**src/rtl/tns_pkg.sv**
```systemverilog
// tns_pkg: TNS decoder weight tables, width helper and FSM state type
package tns_pkg;

    typedef enum logic [1:0] {IDLE, ACC, DONE} tns_state_t;

    // Group g carries one base-5 digit: A weighs 2*5^g, B and C weigh 5^g each.
    localparam logic [63:0] TNS_W_C [0:15] = '{
        64'd1, 64'd5, 64'd25, 64'd125, 64'd625, 64'd3125, 64'd15625, 64'd78125,
        64'd390625, 64'd1953125, 64'd9765625, 64'd48828125, 64'd244140625,
        64'd1220703125, 64'd6103515625, 64'd30517578125
    };
    localparam logic [63:0] TNS_W_B [0:15] = TNS_W_C;
    localparam logic [63:0] TNS_W_A [0:15] = '{
        64'd2, 64'd10, 64'd50, 64'd250, 64'd1250, 64'd6250, 64'd31250, 64'd156250,
        64'd781250, 64'd3906250, 64'd19531250, 64'd97656250, 64'd488281250,
        64'd2441406250, 64'd12207031250, 64'd61035156250
    };

    // All-ones codeword sums to 5^n - 1, so the minimum width is clog2(5^n).
    function automatic int tns_data_w(input int n);
        longint unsigned p;
        p = 1;
        for (int i = 0; i < n; i++) p = p * 5;
        return $clog2(p);
    endfunction

endpackage

```
**src/rtl/tns_dec_seq_if.sv**
```systemverilog
// tns_dec_seq_if: codeword input and result output handshakes of the TNS decoder
//   in_valid/in_ready/code_in    codeword stream into the decoder
//   out_valid/out_ready/data_out result stream out of the decoder, ovf flags a too-narrow sum
//   master = codeword source / result sink, slave = decoder
interface tns_dec_seq_if #(
    parameter int NGROUP = 6,
    parameter int DATA_W = 14
);
    logic                  in_valid;
    logic                  in_ready;
    logic [3*NGROUP-1:0]   code_in;
    logic                  out_valid;
    logic                  out_ready;
    logic [DATA_W-1:0]     data_out;
    logic                  ovf;

    modport master (output in_valid, code_in, out_ready, input in_ready, out_valid, data_out, ovf);
    modport slave  (input in_valid, code_in, out_ready, output in_ready, out_valid, data_out, ovf);
endinterface

```
**src/rtl/tns_group_term.sv**
```systemverilog
// tns_group_term: weighted term of one 3-bit group, lane G of the fold at base group grp
//   grp  in   base group index of the current fold step
//   abc  in   {A,B,C} bits of group grp+G
//   term out  A*W_A + B*W_B + C*W_C, modulo 2^AW
module tns_group_term
    import tns_pkg::*;
#(
    parameter int G  = 0,
    parameter int AW = 14
) (
    input  logic [3:0]    grp,
    input  logic [2:0]    abc,
    output logic [AW-1:0] term
);
    logic [3:0]    idx;
    logic [AW-1:0] wa, wb, wc;

    assign idx  = grp + 4'(G);
    assign wa   = AW'(TNS_W_A[idx]);
    assign wb   = AW'(TNS_W_B[idx]);
    assign wc   = AW'(TNS_W_C[idx]);
    assign term = (abc[2] ? wa : '0) + (abc[1] ? wb : '0) + (abc[0] ? wc : '0);
endmodule

```
**src/rtl/tns_dec_seq.sv**
```systemverilog
// tns_dec_seq: multi-cycle TNS codeword to binary decoder, GPC groups folded per cycle
//   clk    in  rising-edge clock
//   rst_n  in  synchronous reset, active low
//   bus    slave side of tns_dec_seq_if (codeword in, result out)
//   Options: TNS_DEC_SKID_EN adds a one-entry input holding register;
//            TNS_DEC_OVF_EN widens the accumulator by one bit and drives ovf from the carry.
module tns_dec_seq
    import tns_pkg::*;
#(
    parameter int NGROUP = 6,
    parameter int GPC    = 2,
    parameter int DATA_W = 14
) (
    input  logic         clk,
    input  logic         rst_n,
    tns_dec_seq_if.slave bus
);
    localparam int CW = 3 * NGROUP;
    localparam int SW = 3 * GPC;
`ifdef TNS_DEC_OVF_EN
    localparam int AW = DATA_W + 1;
`else
    localparam int AW = DATA_W;
`endif
    localparam logic [3:0] LAST = 4'(NGROUP - GPC);

    if (NGROUP < 1 || NGROUP > 16 || GPC < 1 || NGROUP % GPC != 0) begin : g_bad_cfg
        $error("tns_dec_seq: GPC must divide NGROUP and NGROUP must be 1..16");
    end
`ifndef TNS_DEC_OVF_EN
    // With the overflow flag a narrower result is allowed since the carry is reported.
    if (DATA_W < tns_data_w(NGROUP)) begin : g_bad_w
        $error("tns_dec_seq: DATA_W cannot hold the all-ones codeword sum");
    end
`endif

    tns_state_t      state;
    logic [CW-1:0]   sh;
    logic [AW-1:0]   acc, acc_nxt;
    logic [AW-1:0]   term [GPC];
    logic [3:0]      grp_cnt;
    logic [DATA_W-1:0] dout;
    logic            vld, ovf_q, ovf_n, rdy, start;
    logic [CW-1:0]   start_code;

    for (genvar i = 0; i < GPC; i++) begin : g_t
        tns_group_term #(.G(i), .AW(AW)) u_term (
            .grp  (grp_cnt),
            .abc  (sh[3*i +: 3]),
            .term (term[i])
        );
    end

    always_comb begin
        acc_nxt = acc;
        for (int i = 0; i < GPC; i++) acc_nxt = acc_nxt + term[i];
    end

`ifdef TNS_DEC_OVF_EN
    assign ovf_n = acc_nxt[DATA_W];
`else
    assign ovf_n = 1'b0;
`endif

`ifdef TNS_DEC_SKID_EN
    logic          hold_full;
    logic [CW-1:0] hold_code;

    // A new decode starts from IDLE or straight out of DONE on the output transfer,
    // taking the held codeword first, otherwise the one on the bus.
    assign rdy        = ~hold_full;
    assign start      = (state == IDLE || (state == DONE && bus.out_ready)) && (hold_full || bus.in_valid);
    assign start_code = hold_full ? hold_code : bus.code_in;

    always_ff @(posedge clk) begin
        if (!rst_n) hold_full <= 1'b0;
        else hold_full <= hold_full ? ~start : (bus.in_valid & ~start);
        if (bus.in_valid && !hold_full) hold_code <= bus.code_in;
    end
`else
    logic rdy_q;

    always_ff @(posedge clk) begin
        if (!rst_n) rdy_q <= 1'b1;
        else rdy_q <= start ? 1'b0 : (state == DONE && bus.out_ready) ? 1'b1 : rdy_q;
    end

    assign rdy        = rdy_q;
    assign start      = rdy_q && bus.in_valid;
    assign start_code = bus.code_in;
`endif

    always_ff @(posedge clk) begin
        if (!rst_n) begin
            state   <= IDLE;
            sh      <= '0;
            acc     <= '0;
            grp_cnt <= '0;
            vld     <= 1'b0;
            dout    <= '0;
            ovf_q   <= 1'b0;
        end else begin
            if (start) begin
                state   <= ACC;
                sh      <= start_code;
                acc     <= '0;
                grp_cnt <= '0;
                ovf_q   <= 1'b0;
            end
            case (state)
                ACC: begin
                    acc     <= acc_nxt;
                    sh      <= sh >> SW;
                    grp_cnt <= grp_cnt + 4'(GPC);
                    if (grp_cnt == LAST) begin
                        state <= DONE;
                        vld   <= 1'b1;
                        dout  <= acc_nxt[DATA_W-1:0];
                        ovf_q <= ovf_n;
                    end
                end
                DONE: begin
                    if (bus.out_ready) begin
                        vld <= 1'b0;
                        if (!start) state <= IDLE;
                    end
                end
                default: ;
            endcase
        end
    end

    assign bus.in_ready  = rdy;
    assign bus.out_valid = vld;
    assign bus.data_out  = dout;
    assign bus.ovf       = ovf_q;
endmodule

```
**src/flat_wrapper.sv**
```systemverilog
// flat-port wrapper written by rule: the top's interface ports become plain ports
module tns_dec_seq_flat import tns_pkg::*;
#(
    parameter int NGROUP = 6,
    parameter int GPC    = 2,
    parameter int DATA_W = 14
)
  (clk, rst_n, bus_in_valid, bus_code_in, bus_out_ready, bus_in_ready, bus_out_valid, bus_data_out, bus_ovf);
  tns_dec_seq_if #(.NGROUP(NGROUP), .DATA_W(DATA_W)) bus_i ();
  input  logic clk;
  input  logic rst_n;
  input wire logic [$bits(bus_i.in_valid)-1:0] bus_in_valid;
  input wire logic [$bits(bus_i.code_in)-1:0] bus_code_in;
  input wire logic [$bits(bus_i.out_ready)-1:0] bus_out_ready;
  output wire logic [$bits(bus_i.in_ready)-1:0] bus_in_ready;
  output wire logic [$bits(bus_i.out_valid)-1:0] bus_out_valid;
  output wire logic [$bits(bus_i.data_out)-1:0] bus_data_out;
  output wire logic [$bits(bus_i.ovf)-1:0] bus_ovf;
  assign bus_i.in_valid = bus_in_valid;
  assign bus_i.code_in = bus_code_in;
  assign bus_i.out_ready = bus_out_ready;
  assign bus_in_ready = bus_i.in_ready;
  assign bus_out_valid = bus_i.out_valid;
  assign bus_data_out = bus_i.data_out;
  assign bus_ovf = bus_i.ovf;
  tns_dec_seq #(.NGROUP(NGROUP), .GPC(GPC), .DATA_W(DATA_W)) u_core (.clk(clk), .rst_n(rst_n), .bus(bus_i));
endmodule
```
**config.mk**
```make
export PLATFORM = sky130hd
export DESIGN_NAME = tns_dec_seq_flat
export DESIGN_NICKNAME = d
export VERILOG_FILES = /design/src/rtl/tns_pkg.sv /design/src/rtl/tns_dec_seq_if.sv /design/src/rtl/tns_group_term.sv /design/src/rtl/tns_dec_seq.sv /design/src/flat_wrapper.sv
export SDC_FILE = /design/constraint.sdc
export NUM_CORES = 1
export LEC_CHECK = 0
export CAP_MARGIN = 15
export CORE_MARGIN = 2
export CORE_UTILIZATION = 55
export CTS_BUF_LIST = sky130_fd_sc_hd__clkbuf_4
export DETAILED_ROUTE_END_ITERATION = 8
export PLACE_DENSITY = 0.76
export SETUP_SLACK_MARGIN = 0.4
export SYNTH_ARGS = -nofsm -noshare
export SYNTH_HDL_FRONTEND = slang
export SYNTH_SLANG_ARGS = --single-unit
```
**constraint.sdc**
```tcl
create_clock -name clk -period 8.7 [get_ports clk]
set_input_delay 1.305 -clock clk [delete_from_list [all_inputs] [get_ports clk]]
set_output_delay 1.305 -clock clk [all_outputs]
set_load 0.1 [all_outputs]
```
After elaboration in Yosys (flattened, before gate mapping) --
Memories as Yosys holds them, arrays and structs flattened. Cells that the tools add are included.
Word-level totals: register bits after elaboration 55, memory bits (read-only) 4096, input port bits 22, output and inout port bits 17, word-level logic and storage cells 72, memories 4
Cells by class: $add $sub $neg 8, magnitude comparators 2, equal/unequal tests 5, multiplexer cells 33, bitwise gates (word level) 3, reductions and logical operators 8
Memories:
- (name not given) | depth 16, bits a word 64, rd ports 1, clocked after Yosys merged registers in 0, write ports 0, line tns_group_term.sv:21 | assign wc = AW'(TNS_W_C[idx]);
- (name not given) | depth 16, bits a word 64, rd ports 1, clocked after Yosys merged registers in 0, write ports 0, line tns_group_term.sv:19 | assign wa = AW'(TNS_W_A[idx]);
- (name not given) | depth 16, bits a word 64, rd ports 1, clocked after Yosys merged registers in 0, write ports 0, line tns_group_term.sv:21
- (name not given) | depth 16, bits a word 64, rd ports 1, clocked after Yosys merged registers in 0, write ports 0, line tns_group_term.sv:19
Operators with widths (number):
- 2-to-1 mux 14 bit | 16
- adder 14 bit | 6
- 2-to-1 mux 12 bit | 2
- >= comparator 5 bit (second input constant) | 2
- NOT 4 -> 5 bit | 2
- 2-to-1 mux 2 bit | 4
- 2-to-1 mux 4 bit | 2
- 2-to-1 mux 1 bit | 7
- nonzero test 2 bit | 3
- adder 4 x 1 -> 4 bit (second input constant) | 1
- adder 4 x 2 -> 4 bit (second input constant) | 1
- == test 4 x 3 -> 1 bit (second input constant) | 1
- case mux 2 bit (2 select lines) | 1
- AND reduction 3 bit | 1
- == test 2 x 1 -> 1 bit (second input constant) | 1
- == test 2 bit (second input constant) | 1
- logical AND 1 bit | 2
- != test 2 x 1 -> 1 bit (second input constant) | 1
- != test 2 bit (second input constant) | 1
- case mux 1 bit (2 select lines) | 1
- AND reduction 2 bit | 1
- OR reduction 2 bit | 1
- NOT 1 bit | 1

Logic depth before layout (Yosys ltp) --
depth after elaboration 10, depth in mapped cells 21, mapped depth without buffers 20

Modules after synthesis --
A second synthesis with hierarchy kept.
Unflattened totals: cell total of the unflattened synthesis 732, area, all modules 5721.7 µm²
Modules (own cells, without submodules):
- tns_dec_seq | instances 1, cells an instance 388, area an instance 3248.1 µm², sequential area each 1081.0 µm²
- tns_group_term (u_core.g_t[1].u_term) | instances 1, cells an instance 182, area an instance 1295.0 µm², sequential area each 0.0 µm²
- tns_group_term (u_core.g_t[0].u_term) | instances 1, cells an instance 162, area an instance 1178.6 µm², sequential area each 0.0 µm²

Least setup slack after synthesis --
No wires, ideal clock.
path kind reg2reg, start point register u_core.grp_cnt[1], end point register u_core.acc[12], library setup time 0.129 ns, arrival time 4.840 ns, required time 8.571 ns, setup slack 3.731 ns, cell stages (with the launch flop) 18, path buffers 1, period minus slack after synthesis 4.969 ns, path through dfxtp_1 -> clkbuf_1 -> inv_1 -> ha_1 -> and2_1 -> fa_1 -> fa_1 -> fa_1 -> inv_1 -> fa_1 -> inv_1 -> ha_1 -> a21o_1 -> a21oi_1 -> o211ai_1 -> a221oi_2 -> xor2_1 -> o32ai_1
On the way: word-level cells in the longest chain between the ends 10, elaborated cells on any way between the ends 28, those cells by class add/sub: 7; mux: 15; bitwise: 2; memory: 4
RTL lines:
- start: declaration | line tns_dec_seq.sv:41 | logic [3:0] grp_cnt;
- start signal: assignment | line tns_dec_seq.sv:114 | grp_cnt <= grp_cnt + 4'(GPC);
- NOT 4 -> 5 bit (implied by the code) or adder 4 x 1 -> 4 bit (tied branches)
- memory read (16 x 64 bit), or another cell as far along
- 2-to-1 mux 14 bit (implied by the code), or another cell as far along | line tns_group_term.sv:19
- 2-to-1 mux 14 bit, on equally long branches | line tns_group_term.sv:19, tns_group_term.sv:21
- 2-to-1 mux 14 bit, on equally long branches | line tns_group_term.sv:22, tns_group_term.sv:19, tns_group_term.sv:21
- adder 14 bit or 2-to-1 mux 14 bit (tied branches) | line tns_group_term.sv:22 | assign term = (abc[2] ? wa : '0) + (abc[1] ? wb : '0) + (abc[0] ? wc : '0);
- adder 14 bit | line tns_group_term.sv:22
- adder 14 bit, on equally long branches | line tns_dec_seq.sv:56, tns_group_term.sv:22
- adder 14 bit (*) | line tns_dec_seq.sv:56 | for (int i = 0; i < GPC; i++) acc_nxt = acc_nxt + term[i];
- 2-to-1 mux 14 bit (*) | line tns_dec_seq.sv:110 | case (state)
- end signal: assignment | line tns_dec_seq.sv:112 | acc <= acc_nxt;
- end: declaration | line tns_dec_seq.sv:39 | logic [AW-1:0] acc, acc_nxt;
Every way passes the cells marked *; elsewhere a longest branch is shown, timed or not. The select of a mux whose other input is x is not followed. A chain may end at the register's enable or synchronous reset.

Final worst setup path --
Ends and elaborated chain as after synthesis.

==> qor.csv <==
stage;metric;value;unit
critical_path;r2r-start;u_core.grp_cnt[1];
cts;cts_tree;done;
die;num_rows;33;
die;chipWidth;95.8;um
placement;dp_hpwl;7.19;mm
sta;max_slew.worst_pin.slew;1.16;ns
critical_path;crit_arrival;5.65;ns
sta;period_needed;5.39;ns
die;core-area;0.00818;mm^2
grt;grt_first_pass_wirelength;16.8;mm
routing;drc;0;
layout;multiInputGateArea;0.00321;mm^2
cts;cts_root_buf;clkbuf_4;
die;dieArea;0.00917;mm^2
yosys;ys_warn_count;0;
yosys;synth_area;0.00463;mm^2
critical_path;cp_data_required_time;8.96;ns
sta;finalHoldViolCount;0;
layout;regArea;0.00108;mm^2
layout;final_cell_mix;nand2_1 (91), inv_1 (62), fa_1 (54), dfxtp_1 (54), a21oi_1 (43);
layout;mostFrequentLayoutCell;nand2_1;
layout;syn_to_final_growth;10.1;%
placement;portBuffers;38;
routing;vias_per_cell;5.31;
layout;antenna_cells;0;
cts;cts_buffers;5;
power;power_density;99.0;mW/mm^2
power;power;0.000505;W
sta;slew-limit-headroom;22.9;%
yosys;synth_cell_type_count;50;
worst_hold_path;hold_class;flip-flop to flip-flop;
flow_run;maxCapViolCount;0;
placement;place_inst;661;
cts;postCtsHoldBufs;0;
sta;fmax;0.185;GHz
yosys;ys_seq_area_share;23.3;%
cts;htree_levels;2;
routing;wirelength;9.57;mm
grt;grt_overflow;0;
sta;drv_slew;0;
sta;setup_tns;0;ns
yosys;synthesis.nets;646;
power;power.leakage;2.19;nW
sta;fin_worst_skew;0.0162;ns
yosys;synthCells;545;
layout;drive_above_1_share;3.19;%
cts;cts-resized-gates;0;
placement;gp_congestion;0.854;
die;ioPinCount;39;
run_status;outcome;finished clean;
routing;dr_total_vias;3553;
critical_path;startpoint_type;flip-flop;
grt;track_usage;23.5;%
critical_path;rrSetupSlack;3.31;ns
grt;grt_max_degree;59;
layout;fill_cells;716;
sta;rsz0062_at_grt;false;
sta;setup_viol;0;
critical_path;critPathLaunch;u_core.grp_cnt[1];
grt;antenna_found_initial;0;
cts;clockBufferDepth;2;
placement;placed_cell_area;0.00504;mm^2
grt;first_global_vias;3652;
yosys;synth_seq_cells;54;
routing;ant_nets;0;
layout;utilization;62.4;%
routing;post_drt_wl_per_cell;14.3;um
cts;cts_setup_buffers;0;
routing;drtPass1Iterations;5;
die;die_h;95.8;um
die;initial_utilization;56.7;%
critical_path;end_kind;flip-flop;
yosys;syn_avg_cell_area;8.50;um^2
cts;clk_pin_slew;0.18;ns
critical_path;path_class;flip-flop to flip-flop;
critical_path;rr_worst_depth;16;
cts;cts_sinks;54;
layout;fin_nets;664;
yosys;synth-main-ff-cell;dfxtp_1;
routing;drt_iter0_markers;176;
critical_path;worstSetupEndpoint;u_core.acc[12];
critical_path;timing.rr.end;u_core.acc[12];
cts;insertion_delay;0.40;ns
yosys;synth_edf_count;0;
critical_path;cp_max_fo;14;
layout;final_area;0.00510;mm^2
yosys;ys_async_sr_fraction;0;%
layout;stdcell_count;669;
power;peakVddDrop;0.0000857;V
sta;fin_crit_sh;62.0;%
==> power breakdown <==
part / internal (W) / switching (W)
clock: 0.0000340 / 0.0000903
combinational: 0.0000469 / 0.0000631
sequential: 0.000257 / 0.0000140
total: 0.000338 / 0.000167
==> per-stage QoR <==
stage	setup slack, ns	hold slack (ns)
after global routing	3.01	0.497
after global placement	3.54	0.443
after floorplan	3.73	0.437
after CTS	3.28	0.471
final	3.31	0.468
after detailed placement	3.33	0.448
==> worst min-delay path by stage <==
stage,startpoint,to,slack [ns],depth (start not counted)
2_1_floorplan,u_core.sh[12],u_core.sh[12],0.44,2
3_3_place_gp,u_core.bus.data_out[5],u_core.bus.data_out[5],0.44,2
3_5_place_dp,u_core.bus.ovf,u_core.bus.ovf,0.45,2
4_1_cts,u_core.bus.ovf,u_core.bus.ovf,0.47,2
5_1_grt,u_core.bus.data_out[7],u_core.bus.data_out[7],0.50,2
6_report,u_core.bus.data_out[7],u_core.bus.data_out[7],0.47,2
==> layout make-up <==
type                       instances  area share (%)
inverter                          62            4.56
tap                              105            2.57
timing repair buffer              39            7.60
sequential                        54            21.2
multi-input combinational        401            62.9
clock inverter                     3           0.466
clock buffer                       5           0.736
==> worst max-delay path, stage by stage, from the launching register on <==
cell and delay [ns]:
dfxtp_1 0.60, inv_1 0.23, ha_1 0.39, and2_1 0.19, fa_1 0.55, fa_1 0.44
fa_1 0.54, inv_1 0.06, fa_1 0.58, inv_1 0.05, ha_1 0.28, a21o_1 0.15
a21oi_1 0.30, o211ai_1 0.21, a221oi_2 0.35, xor2_1 0.21, o32ai_1 0.09
==> routing by layer <==
layer,share of wire (%),GRT usage [%]
met1,43,30.8
met2,50,41.3
met3,5.8,3.13
met4,1.5,5.83
met5,0,0
==> logic make-up after synthesis <==
logic type / after synthesis / synth area share (%)
AO/OA/AOI/OAI: 92 / 12.0
buffers and inverters: 90 / 7.48
flip-flops: 54 / 23.3
multiplexers: 3 / 0.648
AND/OR/NAND/NOR: 207 / 22.1
other: 1 / 0.0809
XOR/XNOR: 19 / 4.21
adder cells (fa/ha/maj): 79 / 30.1
==> synth_stat cells, types with 6 or more instances <==
master,n,share of area (%)
nor2_1,22,1.8
dfxtp_1,54,23
fa_1,54,23
and2_1,26,3.5
nor3_1,8,0.86
nand2b_1,6,0.81
a21boi_0,6,0.97
xor2_1,6,1.1
clkbuf_1,20,1.6
o21ai_0,15,1.6
nand2_1,91,7.4
ha_1,25,6.8
a21oi_1,43,4.6
xnor2_1,11,2.1
nor2b_1,33,4.5
inv_1,62,5.0
==> flip-flops by register name, summed over array words and instances, names as in the netlist <==
name	flops
u_core.bus.out_valid	1
u_core.acc	14
u_core.bus.in_ready	1
u_core.sh	18
u_core.state	2
u_core.grp_cnt	3
u_core.bus.data_out	14
u_core.bus.ovf	1
No activity file was read; power rests on OpenSTA's default activity.
